[src/rtl/mem_stage_pkg.sv]
// Shared types and constants for the MEM-stage controller.
package mem_stage_pkg;

    typedef enum logic [1:0] {
        IDLE = 2'd0,
        BUSY = 2'd1,
        DONE = 2'd2
    } mem_state_t;

    localparam logic [3:0] BE_WORD = 4'hF;
    localparam int         NLANES  = 4;

endpackage

[src/rtl/mem_lane_align.sv]
// Byte-lane steering between the 32-bit data memory and the pipeline:
// byte enables, store-data replication and load-lane extraction.
module mem_lane_align
    import mem_stage_pkg::*;
#(
    parameter int XLEN = 32
) (
    input  logic [1:0]        lane,
    input  logic              byt,
    input  logic [XLEN-1:0]   st_data,
    input  logic [XLEN-1:0]   ld_raw,
    output logic [NLANES-1:0] be,
    output logic [XLEN-1:0]   wdata,
    output logic [XLEN-1:0]   ld_data
);

    // A byte store repeats the byte on every lane so the enable alone picks the target.
    always_comb begin
        be      = BE_WORD;
        wdata   = st_data;
        ld_data = ld_raw;
        if (byt) begin
            be      = 4'b0001 << lane;
            wdata   = {NLANES{st_data[7:0]}};
            ld_data = {{(XLEN-8){1'b0}}, ld_raw[8*lane +: 8]};
        end
    end

endmodule

[src/rtl/mem_stage_ctrl.sv]
// MEM-stage controller: data-memory handshake FSM, load-data capture,
// MEM/WB register and stall-cycle counter.
module mem_stage_ctrl
    import mem_stage_pkg::*;
#(
    parameter int XLEN = 32
) (
    input  logic              clk,
    input  logic              rst,
    input  logic [XLEN-1:0]   MEM_alu_out,
    input  logic [XLEN-1:0]   MEM_b2,
    input  logic [4:0]        MEM_rd,
    input  logic              MEM_we,
    input  logic              MEM_ld,
    input  logic              MEM_str,
    input  logic              MEM_byt,
    input  logic [XLEN-1:0]   MEM_link_addr,
    input  logic              MEM_link_we,
    output logic              MEM_stall,
    output logic              dmem_req,
    output logic              dmem_wr,
    output logic [XLEN-1:0]   dmem_addr,
    output logic [XLEN-1:0]   dmem_wdata,
    output logic [NLANES-1:0] dmem_be,
    input  logic [XLEN-1:0]   dmem_rdata,
    input  logic              dmem_ready,
    output logic [XLEN-1:0]   WB_data,
    output logic [4:0]        WB_rd,
    output logic              WB_we,
    output logic [31:0]       stall_cnt
);

    mem_state_t      state_q, state_d;
    logic            acc;
    logic            active;
    logic            mem_active;
    logic [XLEN-1:0] ld_raw_q;
    logic [XLEN-1:0] ld_data;
    logic [XLEN-1:0] wb_sel;
    logic            wb_en;

    assign acc = MEM_ld | MEM_str;

    always_ff @(posedge clk or posedge rst) begin
        if (rst) state_q <= IDLE;
        else     state_q <= state_d;
    end

    always_comb begin
        state_d = state_q;
        active  = 1'b0;
        case (state_q)
            IDLE: begin
                if (acc) begin
                    active  = 1'b1;
                    state_d = dmem_ready ? DONE : BUSY;
                end
            end
            BUSY: begin
                active = 1'b1;
                if (dmem_ready) state_d = DONE;
            end
            DONE:    state_d = IDLE;
            default: state_d = IDLE;
        endcase
    end

    // Gating with rst drops the request at once, even though inputs still ask for an access.
    assign mem_active = active & ~rst;
    assign MEM_stall  = mem_active;
    assign dmem_req   = mem_active;
    assign dmem_wr    = mem_active & MEM_str & ~MEM_ld;
    assign dmem_addr  = {MEM_alu_out[XLEN-1:2], 2'b00};

    mem_lane_align #(.XLEN(XLEN)) u_align (
        .lane    (MEM_alu_out[1:0]),
        .byt     (MEM_byt),
        .st_data (MEM_b2),
        .ld_raw  (ld_raw_q),
        .be      (dmem_be),
        .wdata   (dmem_wdata),
        .ld_data (ld_data)
    );

    always_comb begin
        wb_sel = MEM_alu_out;
        if (MEM_link_we)  wb_sel = MEM_link_addr;
        else if (MEM_ld)  wb_sel = ld_data;
        wb_en = (MEM_we | MEM_link_we) & (MEM_rd != 5'd0);
    end

    // Read data is kept until the DONE cycle, when the aligned value enters MEM/WB.
    always_ff @(posedge clk or posedge rst) begin
        if (rst) begin
            ld_raw_q  <= '0;
            WB_data   <= '0;
            WB_rd     <= '0;
            WB_we     <= 1'b0;
            stall_cnt <= '0;
        end else begin
            if (mem_active && dmem_ready) ld_raw_q <= dmem_rdata;
            if (!mem_active) begin
                WB_data <= wb_sel;
                WB_rd   <= MEM_rd;
                WB_we   <= wb_en;
            end else begin
                WB_we   <= 1'b0;
            end
            if (mem_active && (stall_cnt != 32'hFFFF_FFFF)) stall_cnt <= stall_cnt + 32'd1;
        end
    end

endmodule
[config.mk]
export PLATFORM = sky130hd
export DESIGN_NAME = mem_stage_ctrl
export DESIGN_NICKNAME = d
export VERILOG_FILES = /design/src/rtl/mem_stage_pkg.sv /design/src/rtl/mem_lane_align.sv /design/src/rtl/mem_stage_ctrl.sv
export SDC_FILE = /design/constraint.sdc
export NUM_CORES = 1
export LEC_CHECK = 0
export CAP_MARGIN = 20
export CORE_ASPECT_RATIO = 2
export CORE_UTILIZATION = 45
export CTS_CLUSTER_SIZE = 8
export DETAILED_ROUTE_END_ITERATION = 12
export PLACE_DENSITY_LB_ADDON = 0.25
export SKIP_CTS_REPAIR_TIMING = 1
export SYNTH_ARGS = -nofsm -noshare
export SYNTH_HDL_FRONTEND = slang
export SYNTH_HIERARCHICAL = 1
export SYNTH_SLANG_ARGS = --single-unit
[constraint.sdc]
create_clock -name clk -period 5.25 [get_ports clk]
set_input_delay 1.05 -clock clk [delete_from_list [all_inputs] [get_ports clk]]
set_output_delay 1.05 -clock clk [all_outputs]
set_load 0.03 [all_outputs]
Word-level counts from Yosys, hierarchy flattened:

Cells that the tools add are included.

* bits in registers: 104
* output and inout bits: 141

* $add $sub $neg: 1
* equality and inequality tests: 4
* shift operators: 2
* multiplexer cells: 12
* bitwise logic cells: 8
* reductions and logical operators: 5

Operators by type and width (number)
* 2-to-1 mux 32 bit: 4
* adder 32 x 1 -> 32 bit, second input constant: 1
* inequality test 32 bit, second input constant: 1
* indexed part select 32 x 6 -> 8 bit: 1
* 2-to-1 mux 2 bit: 3
* nonzero test 5 bit: 1
* bitwise AND 1 bit: 4
* 2-to-1 mux 4 bit: 1
* inequality test 2 bit, second input constant: 2
* one-hot mux 2 bit (2 select lines): 1
* left shift 1 x 2 -> 4 bit, first input constant: 1
* equality test 2 x 1 -> 1 bit, second input constant: 1
* logical AND 1 bit: 2
* zero test 2 bit: 1
* 2-to-1 mux 1 bit: 2
* inverter 1 bit: 2
* OR 1 bit: 2
* one-hot mux 1 bit (2 select lines): 1
* AND reduction 2 bit: 1

Depth between registers and ports, before layout:

Gate-level depths: netlist of run 1.

* depth in word-level cells: 6
* depth in mapped cells: 10

Modules after synthesis:

The synthesis of run 1 kept the hierarchy.

By module, submodules not included
* mem_stage_ctrl: instances 1, cells an instance 484, area an instance 5038.6 um^2, sequential area each 2602.5 um^2
* mem_lane_align: instances 1, cells an instance 146, area an instance 884.6 um^2, sequential area each 0.0 um^2

Least setup slack after synthesis of run 1:

Ideal clock, no wire load.

* path kind: input port to output port
* from: input MEM_ld
* to: output dmem_req
* arrival time: 2.747 ns
* data required time: 4.200 ns
* path slack: 1.453 ns
* stages on the path: 8
* path through: buf_2 > nor3_1 > or3_1 > buf_2 > inv_2 > buf_2 > buf_1 > buf_4

* word-level cells in the longest chain between the ends: 4

Ends and longest elaborated chain
* start: declaration: RTL line mem_stage_ctrl.sv:14 `input logic MEM_ld,`
* OR 1 bit: RTL line mem_stage_ctrl.sv:42 `assign acc = MEM_ld | MEM_str;`
* 2-to-1 mux 1 bit: RTL line mem_stage_ctrl.sv:54 `if (acc) begin`
* one-hot mux 1 bit (2 select lines): RTL line mem_stage_ctrl.sv:52 `case (state_q)`
* bitwise AND 1 bit: RTL line mem_stage_ctrl.sv:69 `assign mem_active = active & ~rst;`
* end: declaration: RTL line mem_stage_ctrl.sv:20 `output logic dmem_req,`

No other way between the ends.

Worst setup path in the final report of run 1:

* from: input MEM_alu_out[1]
* to: output dmem_be[2]

* word-level cells in the longest chain between the ends: 2

Ends and longest elaborated chain
* start: declaration: RTL line mem_stage_ctrl.sv:10 `input logic [XLEN-1:0] MEM_alu_out,`
* left shift 1 x 2 -> 4 bit: RTL line mem_lane_align.sv:23 `be = 4'b0001 << lane;`
* 2-to-1 mux 4 bit: RTL line mem_lane_align.sv:22 `if (byt) begin`
* end: declaration: RTL line mem_stage_ctrl.sv:24 `output logic [NLANES-1:0] dmem_be,`

No other way between the ends.

==> results_dict.tcl, run 1 <==
set metrics [dict create \
    status "finished, final reports clean" \
    powerDensity_nw_per_um2 292 \
    cp_cell_sequence "clkdlybuf4s50_1, clkinv_1, o21ai_0, clkdlybuf4s50_1" \
    grt_max_degree 76 \
    p_leak_nw 3.78 \
    hold_viol_final 0 \
    cts_tree "yes" \
    rsz0062_at_grt "false" \
    io_pins 282 \
    crit_path_frequent_cell "clkdlybuf4s50_1" \
    design.die.area_um2 13700 \
    grt_pass1_wl_um 28900 \
    layout_common_cells "clkdlybuf4s50_1, dfrtp_1, nand2_1" \
    start_util 0.458 \
    min_path_type "reg2reg" \
    n_antenna_cell 0 \
    num_vias 5319 \
    final.min_clock_period_ns 4.22 \
    synthesis.area_um2 5920 \
    synthCells 630 \
    place.gp.congestion 0.877 \
    final_core_util 0.677 \
    synth-async-reset-ratio 1.00 \
    tightestPinTransition_ns 0.937 \
    final.setup.worst_slack_ns 1.03 \
    worstPathArrival_ns 3.17 \
    slew-limit-headroom 0.375 \
    drtAntennaViolNets 0 \
    post-place-ws_ns 1.04 \
    cp-start-kind "input port" \
    portBuffers 279 \
    grt_antenna_before_repair 0 \
    slowest_stage "clkdlybuf4s50_1" \
    path_class "in2out" \
    design.core.area_um2 12900 \
    drcViolationCount 0 \
    wl_per_cell_um 18.6 \
    worst_clock_skew_ns 0.0104 \
    drt_iter0_markers 242 \
    synth-seq-area-share 0.439 \
    slew_violations 0 \
    placementRows 59 \
    fin_crit_sh 0.803 \
    slowest_delay_ns 0.71 \
    instances_no_fill 1008 \
    fp.dieW_um 83.1 \
    drive_gt1_frac 0.0935 \
    synth_edf_count 0 \
    ys_ff_latch 104 \
    dp.final_hpwl_um 14600 \
    whs_ns 0.469 \
    drt-total-wl_um 18800 \
    grt_pass1_vias 5421 \
    fin_nets 993 \
    synth_flop_cell "dfrtp_1" \
    path_clk_slew_ns 0.07 \
    overflow 0 \
    synth.distinct_cells 46 \
    crit_fanout 10 \
    grtUsageTotal 0.274 \
    die_h_um 164 \
    syn_area_per_cell_um2 9.40 \
    dpl.cell_count 991 \
    cts.sinks 104 \
    clockBufferDepth 2 \
    final_common_cell "clkdlybuf4s50_1" \
    dr.pass1.iters 4 \
    htreeDepth 3 \
    syn2layout_area_growth_pct 47.7 \
    ir_worst_vdd_uv 278 \
    clockRootBuffer "clkbuf_16" \
    cts_inserted_buffers 9 \
    setup_viol 0 \
    max_cap_violations 0 \
    setup-tns-final_ns 0 \
    max_freq_ghz 0.237 \
    insertion_delay_ns 0.34 \
    cp-end-kind "output pin" \
    via_per_inst 5.28 \
    yosysWarnings 6 \
    cp.required_ns 4.20 \
]
## cell type report
cell class,count,area [um2]
well taps,152,190
inverters,30,115
clock inverters,6,57.6
fillers,1078,4170
clock buffers,10,239
flip-flops and latches,104,2600
multi-input cells,420,2700
repair buffers,286,2840
## kinds of logic (layout without fill, tap and decap cells)
family / after synthesis / in the layout / synth area share
simple gates: 192 / 192 / 0.165
compound gates: 123 / 123 / 0.112
buf+inv: 107 / 332 / 0.105
flops: 104 / 104 / 0.439
mux: 73 / 73 / 0.132
xor+xnor: 29 / 29 / 0.0429
fa+ha+maj: 1 / 1 / 0.00211
other cells: 1 / 2 / 0.000633
## flip-flops by register name, indices dropped and copies added, names as in the netlist
register,count
stall_cnt,32
WB_rd,5
WB_data,32
state_q,2
ld_raw_q,32
WB_we,1
## Yosys cell counts (2+ instances only)
cell type  count  area, um2
inv_1         28        105
xor2_1        12        105
buf_6          2       22.5
nand2_1       64        240
mux2i_1       32        320
nor3_1         6       30.0
and3_1         7       43.8
nor3b_1        2       15.0
and2_1         2       12.5
nor2b_1       24        150
o22ai_1        9       56.3
and4_1         6       52.6
buf_12         2       40.0
mux2_2        40        450
buf_2         10       50.1
o21ai_0       59        295
dfrtp_1      104       2600
buf_1          7       26.3
o21ai_1        2       10.0
buf_4         43        323
xnor2_1       17        149
nand4_1        6       37.5
nand3_1       15       75.1
clkbuf_1      13       48.8
o21ai_2        7       61.3
a21oi_1       42        210
nor2_1        43        161
nand3b_1       8       60.1
## where the power goes
group,switching [mW],internal (mW),leakage (nW)
Combinational,0.454,0.415,2.33
Clock,0.314,0.347,0.147
Sequential,0.102,0.922,1.30
Total,0.870,1.68,3.78
## critical path: cells and delay by family
family                 cells  cell delay, ns
AOI/OAI and AO/OA          1            0.28
buffers and inverters      3            1.83
## path summary, 6_finish.rpt
path                                                   to  slack (ns)  depth (start not counted)                    from
worst max-delay path                           dmem_be[2]        1.03                          4          MEM_alu_out[1]
worst min-delay path                 WB_rd[3]$_DFFE_PP0P_        0.47                          2    WB_rd[3]$_DFFE_PP0P_
worst max register to register   stall_cnt[1]$_DFFE_PP0P_        2.43                          5  state_q[1]$_DFFE_PP0P_
worst min register to register       WB_rd[3]$_DFFE_PP0P_        0.47                          2    WB_rd[3]$_DFFE_PP0P_
max in group asynchronous       stall_cnt[15]$_DFFE_PP0P_        2.98                          3                     rst
min in group asynchronous          WB_data[1]$_DFFE_PP0P_        1.29                          2                     rst
## through the flow
step	area, um2	total power [mW]
after floorplan	5930	1.53
after global routing	8750	2.68
after CTS	8730	2.57
after detailed placement	8430	1.91
after global placement	8430	1.88
final	8750	2.56
## per-layer routing
layer,global-route usage,share of wire,vias up
li1,-,-,2549
met1,0.301,0.37,2524
met2,0.489,0.53,200
met3,0.0573,0.053,46
met4,0.149,0.050,0
met5,0,0,-
No activity file was read; power rests on OpenSTA's default activity.
==> run 2, diff against run 1 <==
--- a/config.mk
+++ b/config.mk
@@ -7,7 +7,7 @@
 export LEC_CHECK = 0
 export CAP_MARGIN = 20
 export CORE_ASPECT_RATIO = 2
-export CORE_UTILIZATION = 45
+export CORE_UTILIZATION = 42
 export CTS_CLUSTER_SIZE = 8
 export DETAILED_ROUTE_END_ITERATION = 12
 export PLACE_DENSITY_LB_ADDON = 0.25
==> constraint.sdc (replaced) <==
create_clock -name clk -period 4.3 [get_ports clk]
set_input_delay 0.86 -clock clk [delete_from_list [all_inputs] [get_ports clk]]
set_output_delay 0.86 -clock clk [all_outputs]
set_load 0.03 [all_outputs]
==> results_dict.tcl, run 2 (synthesis gave the netlist of run 1 again) <==
set metrics [dict create \
    status "finished, final reports clean" \
    setup_viol 0 \
    die_h_um 170 \
    drt-met1-wl_um 6810 \
    drtAntennaViolNets 0 \
    clockRootBuffer "clkbuf_16" \
    rsz0062_at_grt "false" \
    cp.required_ns 3.44 \
    portBuffers 279 \
    ff_latch_area_um2 2600 \
    path_class "in2out" \
    p_sw_frac 0.330 \
    placementRows 61 \
    cts.sinks 104 \
    grt_antenna_before_repair 3 \
    p_comb_frac 0.337 \
    grt_max_degree 66 \
    htreeDepth 3 \
    clkPwrFrac 0.266 \
    ir_worst_vdd_uv 293 \
    crit_fanout 9 \
    layout_common_cells "clkdlybuf4s50_1, dfrtp_1, nand2_1" \
    dp.final_hpwl_um 14500 \
    fin_crit_sh 0.869 \
    worstPathArrival_ns 2.88 \
    largest_registers "WB_data (32), ld_raw_q (32), stall_cnt (32)" \
    cts_tree "yes" \
    tightestPinTransition_ns 0.730 \
    final.min_clock_period_ns 3.74 \
    place.gp.congestion 0.892 \
    dr.pass1.iters 4 \
    max_cap_violations 0 \
    min_path_type "reg2reg" \
    path_clk_slew_ns 0.07 \
    syn2layout_area_growth_pct 48.9 \
    start_util 0.429 \
    sequentialPowerShare 0.397 \
    grt_pass1_vias 5392 \
    via_per_inst 5.09 \
    design.die.area_um2 14600 \
    wl_per_cell_um 17.8 \
    clockBufferDepth 2 \
    insertion_delay_ns 0.34 \
    drive_gt1_frac 0.0979 \
    cp-end-kind "output pin" \
    drt_iter0_markers 226 \
    num_vias 5341 \
    powerDensity_nw_per_um2 356 \
    routed-wl-met2_um 10100 \
    final_cell_area_um2 8820 \
    setup-tns-final_ns 0 \
    p_switching_mw 1.04 \
    slew_violations 0 \
    final_common_cell "clkdlybuf4s50_1" \
    drt-total-wl_um 18700 \
    internal_power_mw 2.10 \
    p_leak_nw 3.79 \
    cts_inserted_buffers 9 \
    design.core.area_um2 13800 \
    dr.max_layer_used "met4" \
    slew-limit-headroom 0.513 \
    dr_wl_met3_um 936 \
    max_freq_ghz 0.268 \
    multi_input_area_um2 2700 \
    place_area_um2 8490 \
    fin_nets 995 \
    grt_pass1_wl_um 28800 \
    fp.dieW_um 86.0 \
    cp-start-kind "input port" \
    grtUsageTotal 0.259 \
    worst_clock_skew_ns 0.0119 \
    hold_viol_final 0 \
    io_pins 282 \
    drcViolationCount 0 \
    nFillCells 1133 \
    overflow 0 \
]
## run 2: changes by cell type in the layout (fill, tap and decap cells not counted), sizes merged, moves of 2 or more
| cell | delta |
|---|---|
| diode | +3 |
| clkdlybuf4s50 | -2 |
| buf | +4 |
| inv | -3 |
| clkinvlp | +3 |
## run 2: layout make-up
type	instances	area share
diodes	3	0.000851
multi-input cells	420	0.306
clock buffers	10	0.0271
inverters	30	0.0130
repair buffers	288	0.323
flip-flops and latches	104	0.295
clock inverters	6	0.00752
well taps	189	0.0268
## run 2: routing by layer
layer	global-route usage	vias up
met5	0	-
met4	0.144	0
met3	0.0495	49
met2	0.458	199
met1	0.284	2539
li1	-	2554
## run 2: stage by stage
step | power [mW] | hold slack (ns) | instances | setup slack, ns | utilization
after global placement | 2.29 | 0.444 | 1030 | 0.590 | 0.614
after floorplan | 1.86 | 0.425 | 631 | 0.708 | -
final | 3.14 | 0.474 | 1050 | 0.563 | 0.639
after CTS | 3.16 | 0.472 | 1046 | 0.552 | 0.637
after global routing | 3.29 | 0.499 | 1050 | 0.436 | 0.639
after detailed placement | 2.32 | 0.456 | 1030 | 0.550 | 0.614
## run 2: power groups by stage
stage / Clock [mW] / Sequential (mW) / Combinational, mW
after floorplan: 0 / 1.39 / 0.477
after global placement: 0 / 1.25 / 1.04
after detailed placement: 0 / 1.26 / 1.06
after CTS: 0.848 / 1.25 / 1.07
after global routing: 0.893 / 1.27 / 1.13
final: 0.836 / 1.25 / 1.06
## run 2: final timing paths
check,endpoint,cells past startpoint,slack (ns),start
max in group asynchronous,ld_raw_q[17]$_DFFE_PP0P_,3,2.44,rst
hold reg to reg,WB_rd[4]$_DFFE_PP0P_,2,0.47,WB_rd[4]$_DFFE_PP0P_
min in group asynchronous,WB_data[5]$_DFFE_PP0P_,2,1.01,rst
setup / recovery,dmem_wr,5,0.56,MEM_str
setup reg to reg,stall_cnt[3]$_DFFE_PP0P_,5,1.60,state_q[1]$_DFFE_PP0P_
hold / removal,WB_rd[4]$_DFFE_PP0P_,2,0.47,WB_rd[4]$_DFFE_PP0P_
## run 2: critical path: stages
cell and delay (ns):
clkdlybuf4s50_1 0.49, nor3_1 0.08, or3_1 0.50, nor3b_1 0.25, clkdlybuf4s50_1 0.70
